$ cat src/rtl/game_flow_if.sv
// Button, game-logic and status signals of the game flow controller.
// master drives the buttons and round results; slave is the controller.
interface game_flow_if #(
  parameter int NUM_MAPS = 2
);
  localparam int MAP_W = (NUM_MAPS > 1) ? $clog2(NUM_MAPS) : 1;

  logic                help;
  logic                menu;
  logic                select_map;
  logic [NUM_MAPS-1:0] map_req;
  logic                pause;
  logic                win;
  logic                winner;
  logic [2:0]          state;
  logic [MAP_W-1:0]    map_id;
  logic                game_active;
  logic                game_start;
  logic                winner_q;

  modport master (
    output help, menu, select_map, map_req, pause, win, winner,
    input  state, map_id, game_active, game_start, winner_q
  );

  modport slave (
    input  help, menu, select_map, map_req, pause, win, winner,
    output state, map_id, game_active, game_start, winner_q
  );
endinterface

$ cat src/rtl/game_flow_ctrl.sv
// Menu / map-select / round / result sequencer driven by button rising edges.
// Optional pause support is enabled by defining GAME_PAUSE_EN.
//
// state  | code | meaning
// IDLE   | 000  | main menu
// HELP   | 001  | help screen
// SELECT | 010  | choosing a map
// GAME   | 011  | round running
// PAUSE  | 100  | round frozen (GAME_PAUSE_EN only, otherwise illegal)
// END    | 101  | result screen, leaves on menu or timeout
module game_flow_ctrl #(
  parameter int NUM_MAPS    = 2,
  parameter int END_TIMEOUT = 100_000_000
) (
  input logic       clk,
  input logic       rst,
  game_flow_if.slave bus
);
  localparam int MAP_W = (NUM_MAPS > 1) ? $clog2(NUM_MAPS) : 1;

  typedef enum logic [2:0] {
    S_IDLE   = 3'b000,
    S_HELP   = 3'b001,
    S_SELECT = 3'b010,
    S_GAME   = 3'b011,
    S_PAUSE  = 3'b100,
    S_END    = 3'b101
  } state_t;

  state_t              state_q, state_d;
  logic                help_q, menu_q, sel_q;
  logic [NUM_MAPS-1:0] map_q;
  logic                help_e, menu_e, sel_e;
  logic [NUM_MAPS-1:0] map_e;
  logic                pause_e;
  logic [MAP_W-1:0]    map_pick, map_id_q;
  logic                winner_r, game_start_q;
  logic                load_map, load_win, start_d;
  logic                to_hit;

  always_ff @(posedge clk or posedge rst) begin
    if (rst) begin
      help_q <= 1'b0;
      menu_q <= 1'b0;
      sel_q  <= 1'b0;
      map_q  <= '0;
    end else begin
      help_q <= bus.help;
      menu_q <= bus.menu;
      sel_q  <= bus.select_map;
      map_q  <= bus.map_req;
    end
  end

  assign help_e = bus.help & ~help_q;
  assign menu_e = bus.menu & ~menu_q;
  assign sel_e  = bus.select_map & ~sel_q;
  assign map_e  = bus.map_req & ~map_q;

`ifdef GAME_PAUSE_EN
  logic pause_q;
  always_ff @(posedge clk or posedge rst) begin
    if (rst) pause_q <= 1'b0;
    else     pause_q <= bus.pause;
  end
  assign pause_e = bus.pause & ~pause_q;
`else
  logic unused_pause;
  assign unused_pause = bus.pause;
  assign pause_e      = 1'b0;
`endif

  // lowest-index map edge wins
  always_comb begin
    map_pick = '0;
    for (int i = NUM_MAPS - 1; i >= 0; i--) begin
      if (map_e[i]) map_pick = MAP_W'(i);
    end
  end

  always_ff @(posedge clk or posedge rst) begin
    if (rst) state_q <= S_IDLE;
    else     state_q <= state_d;
  end

  always_comb begin
    state_d  = state_q;
    load_map = 1'b0;
    load_win = 1'b0;
    start_d  = 1'b0;
    case (state_q)
      S_IDLE: begin
        if (help_e)     state_d = S_HELP;
        else if (sel_e) state_d = S_SELECT;
      end
      S_HELP: begin
        if (menu_e) state_d = S_IDLE;
      end
      S_SELECT: begin
        if (|map_e) begin
          state_d  = S_GAME;
          load_map = 1'b1;
          start_d  = 1'b1;
        end else if (menu_e) begin
          state_d = S_IDLE;
        end
      end
      S_GAME: begin
        if (bus.win) begin
          state_d  = S_END;
          load_win = 1'b1;
        end else if (pause_e) begin
          state_d = S_PAUSE;
        end
      end
`ifdef GAME_PAUSE_EN
      S_PAUSE: begin
        if (pause_e)     state_d = S_GAME;
        else if (menu_e) state_d = S_IDLE;
      end
`endif
      S_END: begin
        if (menu_e || to_hit) state_d = S_IDLE;
      end
      default: state_d = S_IDLE;
    endcase
  end

  // result-screen timeout; absent entirely when END_TIMEOUT is 0
  if (END_TIMEOUT > 0) begin : g_to
    localparam int CNT_W = $clog2(END_TIMEOUT + 1);
    localparam logic [CNT_W-1:0] TC = CNT_W'(END_TIMEOUT - 1);
    logic [CNT_W-1:0] cnt_q;
    always_ff @(posedge clk or posedge rst) begin
      if (rst)                                         cnt_q <= '0;
      else if (state_q == S_END && state_d == S_END)   cnt_q <= cnt_q + 1'b1;
      else                                             cnt_q <= '0;
    end
    assign to_hit = (state_q == S_END) && (cnt_q == TC);
  end else begin : g_no_to
    assign to_hit = 1'b0;
  end

  always_ff @(posedge clk or posedge rst) begin
    if (rst) begin
      map_id_q     <= '0;
      winner_r     <= 1'b0;
      game_start_q <= 1'b0;
    end else begin
      if (load_map) map_id_q <= map_pick;
      if (load_win) winner_r <= bus.winner;
      game_start_q <= start_d;
    end
  end

  assign bus.state       = state_q;
  assign bus.map_id      = map_id_q;
  assign bus.game_active = (state_q == S_GAME);
  assign bus.game_start  = game_start_q;
  assign bus.winner_q    = winner_r;
endmodule
$ cat src/flat_wrapper.sv
// flat-port wrapper written by rule: the top's interface ports become plain ports
module game_flow_ctrl_flat 
#(
  parameter int NUM_MAPS    = 2,
  parameter int END_TIMEOUT = 100_000_000
)
  (clk, rst, bus_help, bus_menu, bus_select_map, bus_map_req, bus_pause, bus_win, bus_winner, bus_state, bus_map_id, bus_game_active, bus_game_start, bus_winner_q);
  game_flow_if #(.NUM_MAPS(NUM_MAPS)) bus_i ();
  input logic clk;
  input logic rst;
  input wire logic [$bits(bus_i.help)-1:0] bus_help;
  input wire logic [$bits(bus_i.menu)-1:0] bus_menu;
  input wire logic [$bits(bus_i.select_map)-1:0] bus_select_map;
  input wire logic [$bits(bus_i.map_req)-1:0] bus_map_req;
  input wire logic [$bits(bus_i.pause)-1:0] bus_pause;
  input wire logic [$bits(bus_i.win)-1:0] bus_win;
  input wire logic [$bits(bus_i.winner)-1:0] bus_winner;
  output wire logic [$bits(bus_i.state)-1:0] bus_state;
  output wire logic [$bits(bus_i.map_id)-1:0] bus_map_id;
  output wire logic [$bits(bus_i.game_active)-1:0] bus_game_active;
  output wire logic [$bits(bus_i.game_start)-1:0] bus_game_start;
  output wire logic [$bits(bus_i.winner_q)-1:0] bus_winner_q;
  assign bus_i.help = bus_help;
  assign bus_i.menu = bus_menu;
  assign bus_i.select_map = bus_select_map;
  assign bus_i.map_req = bus_map_req;
  assign bus_i.pause = bus_pause;
  assign bus_i.win = bus_win;
  assign bus_i.winner = bus_winner;
  assign bus_state = bus_i.state;
  assign bus_map_id = bus_i.map_id;
  assign bus_game_active = bus_i.game_active;
  assign bus_game_start = bus_i.game_start;
  assign bus_winner_q = bus_i.winner_q;
  game_flow_ctrl #(.NUM_MAPS(NUM_MAPS), .END_TIMEOUT(END_TIMEOUT)) u_core (.clk(clk), .rst(rst), .bus(bus_i));
endmodule
$ cat config.mk
export PLATFORM = sky130hd
export DESIGN_NAME = game_flow_ctrl_flat
export DESIGN_NICKNAME = d
export VERILOG_FILES = /design/src/rtl/game_flow_if.sv /design/src/rtl/game_flow_ctrl.sv /design/src/flat_wrapper.sv
export SDC_FILE = /design/constraint.sdc
export NUM_CORES = 1
export LEC_CHECK = 0
export ABC_AREA = 1
export BUFFER_PORTS_ARGS = -buffer_cell sky130_fd_sc_hd__buf_2
export CAP_MARGIN = 25
export CORE_ASPECT_RATIO = 1.4
export CORE_MARGIN = 2
export CORE_UTILIZATION = 30
export DETAILED_ROUTE_END_ITERATION = 12
export GPL_ROUTABILITY_DRIVEN = 0
export SLEW_MARGIN = 20
export SYNTH_ARGS = -nofsm -noshare
export SYNTH_HDL_FRONTEND = slang
export SYNTH_SLANG_ARGS = --single-unit
$ cat constraint.sdc
create_clock -name clk -period 3 [get_ports clk]
set_input_delay 0.3 -clock clk [delete_from_list [all_inputs] [get_ports clk]]
set_output_delay 0.3 -clock clk [all_outputs]
set_load 0.01 [all_outputs]
* Word-level counts from Yosys, hierarchy flattened
Index checks and enable logic that the tools add are counted.
** Storage, ports and cells
- Flip-flop bits (word level) :: 38
** Cells by class
- Bitwise gates (word level) :: 8
- Multiplexer cells :: 14
- $add $sub $neg :: 1
- Eq/ne operators :: 6
- Reduce and logical (&&, ||, !) cells :: 5
** Operators with widths (count)
- $add A27 B1 Y27 const B :: 1
- $eq A27 B27 Y1 const B :: 1
- $mux W27 :: 1
- $mux W3 :: 6
- $pmux W3 S5 :: 1
- $eq A3 B2 Y1 const B :: 2
- $eq A3 B3 Y1 const B :: 2
- $mux W1 :: 6
- $and A1 B1 Y1 :: 3
- $eq A3 B1 Y1 const B :: 1
- $logic_not A3 Y1 :: 1
- $not A1 Y1 :: 3
- $and A2 B2 Y2 :: 1
- $logic_and A1 B1 Y1 :: 2
- $not A2 Y2 :: 1
- $reduce_or A2 Y1 :: 1
- $logic_or A1 B1 Y1 :: 1

* Depth between registers and ports, before layout
- Word-level depth :: 8
- Depth in mapped cells :: 10
- Mapped depth without buffers :: 9

* Worst setup path before layout
No wires, ideal clock.
- Path kind :: reg-to-reg
- Start :: register u_core.g_to.cnt_q[0]
- End :: register u_core.state_q[0] (netlist: u_core.bus.state[0])
- Arrival :: 1.457 ns
- Required time :: 2.879 ns
- Setup slack :: 1.421 ns
- Period minus slack after synthesis :: 1.579 ns
- Cell stages (with the launch flop) :: 11
- Library setup time :: 0.121 ns
- Cells stage by stage :: dfrtp_1 -> ha_1 -> nand3_2 -> inv_2 -> nand2_2 -> nor2_1 -> nand2_1 -> nand2_2 -> buf_6 -> buf_6 -> nand2_2
** Between the ends
- Longest elaborated chain between the ends :: 5
** RTL lines
- from (decl) :: line game_flow_ctrl.sv:133 : logic [CNT_W-1:0] cnt_q;
- from (signal assigned) :: line game_flow_ctrl.sv:136 : else if (state_q == S_END && state_d == S_END) cnt_q <= cnt_q + 1'b1;
- $eq A27 B27 Y1 :: line game_flow_ctrl.sv:139 : assign to_hit = (state_q == S_END) && (cnt_q == TC);
- $logic_and A1 B1 Y1 :: line game_flow_ctrl.sv:139
- $logic_or A1 B1 Y1 :: line game_flow_ctrl.sv:123 : if (menu_e || to_hit) state_d = S_IDLE;
- $mux W3 :: line game_flow_ctrl.sv:123
- $pmux W3 S5 :: line game_flow_ctrl.sv:91 : case (state_q)
- net u_core.state_d[0] :: line game_flow_ctrl.sv:30 : state_t state_q, state_d;
- to (signal assigned) :: line game_flow_ctrl.sv:83 : else state_q <= state_d;
- to (decl) :: line game_flow_ctrl.sv:30
The timed path passes the listed nets, and every way through them passes these cells.
A chain may end at the register's enable or synchronous reset.

* Final worst setup path
- Start :: register u_core.g_to.cnt_q[0]
- End :: register u_core.g_to.cnt_q[24]
** Between the ends
- Longest elaborated chain between the ends :: 8
- Elaborated cells between the ends (all ways) :: 9
- Classes of those cells :: add/sub (1); eq/ne (2); mux (3); reduce/logical (3)
** RTL lines (line)
- $eq A27 B27 Y1 :: game_flow_ctrl.sv:139
- $logic_and A1 B1 Y1 :: game_flow_ctrl.sv:139
- $logic_or A1 B1 Y1 :: game_flow_ctrl.sv:123
- $mux W3 :: game_flow_ctrl.sv:123
- $pmux W3 S5 :: game_flow_ctrl.sv:91
- $eq A3 B3 Y1 :: game_flow_ctrl.sv:136
- $logic_and A1 B1 Y1 :: game_flow_ctrl.sv:136
- $mux W27 * :: game_flow_ctrl.sv:136
Mark *: on every way between the ends. The rest lies on a longest branch, timed or not.

==> flow_summary.toml <==
[status]
status = "complete, no violations"

[hold_path]
timing.hold.worst.class = "input port to asynchronous set/reset pin"

[timing]
slew_hr_pct = 60.1
setup_repair_after_global_routing_missed_its_margin = "false"
max_clock_freq_mhz = 457
fin_ws_ns = 0.814
tightestPinTransition_ns = 0.596
final_max_slew_viol_count = 0
setup-tns-final_ns = 0
finalSetupViolations = 0
hold_viol = 0
clock-skew-final_ns = 0.00911
final.hold.worst_slack_ns = 0.109
layout_min_cycle_time_ns = 2.19
fin_crit_sh_pct = 72.9

[die]
fp.dieArea_sq_um = 7550
core_area_sq_um = 6610
initial_core_util_pct = 31.1
die_height_um = 102
chipWidth_um = 74.0
std_cell_rows = 35
ioPinCount = 17

[logic_synthesis]
synthDistinctLibCells = 18
synth-adder-area-share_pct = 0.608
synthesis.area_sq_um = 2060
synth.ff_latch_count = 38
proportion_of_synthesized_chip_area_in_sequential_cells_pct = 46.2
synthMuxAreaShare_pct = 0
synth_compound_gate_area_share_pct = 1.82
synthesis.yosys.warnings = 0
synth_top_family_by_area = "simple AND/OR/NAND/NOR gates"
synthesis.nets = 304
synth-simple-area-share_pct = 37.1
yosys.area_share.xor_xnor_pct = 6.38
syn_avg_cell_area_sq_um = 7.03
netlist_instances = 293

[cts]
post_cts_buffers = 0
tritoncts_num_sinks = 38
holdBufCountCts = 0
cts.repair.resized = 0
number_of_buffers_created_by_cts = 5
clock-root-buffer = "sky130_fd_sc_hd__clkbuf_8"
clk_slew_on_worst_s_h_paths_ns = 0.08
clock_path_buffers = 2
cts_tree = "yes"
clock_latency_late_sink_ns = 0.30
cts_max_level = 2

[power_and_ir_drop]
power_mw = 1.18
cellLeakagePower_nw = 0.998
powerDensity_nw_per_um2 = 504
irDropWorstVdd_mv = 0.346

[worst_setup_path]
worst_path_max_stage_delay_ns = 0.49
worstPathArrival_ns = 2.34
buf_inv_on_cp = 1
worst_setup_path_end_kind = "flop"
cp_max_fanout = 29
slowest_library_cell_on_the_worst_path = "sky130_fd_sc_hd__dfrtp_1"
crit_chain = "ha_1 > nand3_2 > inv_2 > nand2_2 > nor2_1 > nand2_1 > nand2_2 > nor2_1"
timing.critical_path.max_delay_family = "simple AND/OR/NAND/NOR gates"
worst-endpoint-required_ns = 3.16
crit_type = "flop to flop"
timing.critical_path.from_type = "flop"

[routing]
drtAntennaViolNets = 0
via_count = 1757
detail_route.iter0.violations = 94
totalWireLength_um = 4470
avgViaCountPerCell = 4.33
avgRoutedWirePerCell_um = 11.0
residual_drc = 0
detailedRoute.firstPassIterationCount = 5

[flow_run]
maxCapViolCount = 0

[layout]
seqCellArea_sq_um = 951
layout-area-overhead-vs-synth_pct = 13.5
finish.net_count = 324
fillerInstances = 718
postLayoutCoreUtil_pct = 35.4
final_layout_size_suffix_gt1_share_pct = 9.55
multi_input_comb_area_sq_um = 946
antenna_cells_inserted = 0

[place]
port_buffers = 15
place_ws_ns = 0.788
post-dp-hpwl_um = 3350

[grt]
grt_use_total_pct = 14.0
globalRoute.totalOverflow = 0
first_global_vias = 1857
grt_max_degree = 39
grt_pass1_wl_um = 8050
grt_antenna_before_repair = 0
## report_power, final
part	leakage [nW]	total (mW)	switching, mW	internal, mW
sequential	0.514	0.576	0.0303	0.546
combinational	0.427	0.169	0.106	0.0636
clock	0.0579	0.433	0.189	0.245
total	0.998	1.18	0.325	0.854
## worst paths after layout
| check | startpoint | end | slack [ns] | cells after the start |
|---|---|---|---|---|
| setup reg to reg | u_core.g_to.cnt_q[0] | u_core.g_to.cnt_q[24] | 0.81 | 8 |
| hold reg to reg | u_core.bus.winner_q | u_core.bus.winner_q | 0.47 | 2 |
| max in group asynchronous | rst | u_core.map_q[0] | 2.55 | 3 |
| setup / recovery | u_core.g_to.cnt_q[0] | u_core.g_to.cnt_q[24] | 0.81 | 8 |
| hold / removal | rst | u_core.g_to.cnt_q[3] | 0.11 | 3 |
| min in group clk | bus_select_map | u_core.sel_q | 0.12 | 1 |
## through the flow
step	std cells	cell area, sq um
2_1_floorplan	293	2060
4_1_cts	406	2340
6_report	406	2340
3_5_place_dp	398	2230
5_1_grt	406	2340
3_3_place_gp	398	2230
## routing by layer
metal / vias to the layer above / GRT usage (%) / part of all wire [%]
met4: 0 / 7.27 / 4.1
met1: 797 / 15.7 / 43
met3: 16 / 2.76 / 3.0
li1: 910 / - / -
met2: 34 / 24.5 / 50
met5: - / 0 / 0
## cells by family after synthesis
kind of cell,after synthesis
AO/OA/AOI/OAI,7
XOR/XNOR,15
flip-flops,38
buffers and inverters,39
AND/OR/NAND/NOR,193
adder cells (fa/ha/maj),1
## cell usage after synthesis, drive strengths merged
cell type  instances  area [sq um]
a21oi              2          10.0
ha                 1          12.5
nor3               3          15.0
o211ai             1          7.51
xor2              10          87.6
inv               36           135
o21ai              4          20.0
nand3             14          75.1
nand3b             1          7.51
nor2              76           285
buf                3          27.5
nand2             99           382
dfrtp             38           951
xnor2              5          43.8
## worst register-to-register path: stages, from the launching register on
cell and delay [ns]:
sky130_fd_sc_hd__dfrtp_1 0.49, sky130_fd_sc_hd__ha_1 0.39, sky130_fd_sc_hd__nand3_2 0.17, sky130_fd_sc_hd__inv_2 0.12
sky130_fd_sc_hd__nand2_2 0.11, sky130_fd_sc_hd__nor2_1 0.12, sky130_fd_sc_hd__nand2_1 0.07, sky130_fd_sc_hd__nand2_2 0.45
sky130_fd_sc_hd__nor2_1 0.13
## cells in the final DEF, fill, tap and decap left out
master / Yosys / routed
sky130_fd_sc_hd__xnor2_1: 5 / 5
sky130_fd_sc_hd__nor3_1: 3 / 3
sky130_fd_sc_hd__nand3b_1: 1 / 1
sky130_fd_sc_hd__nand3_1: 13 / 13
sky130_fd_sc_hd__ha_1: 1 / 1
sky130_fd_sc_hd__o211ai_1: 1 / 1
sky130_fd_sc_hd__clkinv_2: 0 / 2
sky130_fd_sc_hd__nand2_2: 4 / 4
sky130_fd_sc_hd__buf_2: 1 / 15
sky130_fd_sc_hd__xor2_1: 10 / 10
sky130_fd_sc_hd__inv_2: 1 / 1
sky130_fd_sc_hd__dfrtp_1: 38 / 38
sky130_fd_sc_hd__clkbuf_8: 0 / 5
sky130_fd_sc_hd__o21ai_0: 4 / 4
sky130_fd_sc_hd__a21oi_1: 2 / 2
sky130_fd_sc_hd__nand2_1: 95 / 95
sky130_fd_sc_hd__nor2_1: 76 / 76
sky130_fd_sc_hd__buf_4: 0 / 1
sky130_fd_sc_hd__bufinv_16: 0 / 1
sky130_fd_sc_hd__nand3_2: 1 / 1
sky130_fd_sc_hd__inv_1: 35 / 35
## cell type report
type / instances / share of cell area (%)
inverters: 36 / 5.78
clock inverters: 3 / 1.71
flip-flops and latches: 38 / 40.7
repair buffers: 16 / 3.53
well taps: 92 / 4.92
multi-input cells: 216 / 40.4
clock buffers: 5 / 2.94
## registers in the layout (all words and copies together), names as in the netlist
register	cells
u_core.map_q	2
u_core.bus.map_id	1
u_core.sel_q	1
u_core.menu_q	1
u_core.bus.winner_q	1
u_core.g_to.cnt_q	27
u_core.help_q	1
u_core.bus.state	3
u_core.bus.game_start	1
No activity file was read; power rests on OpenSTA's default activity.
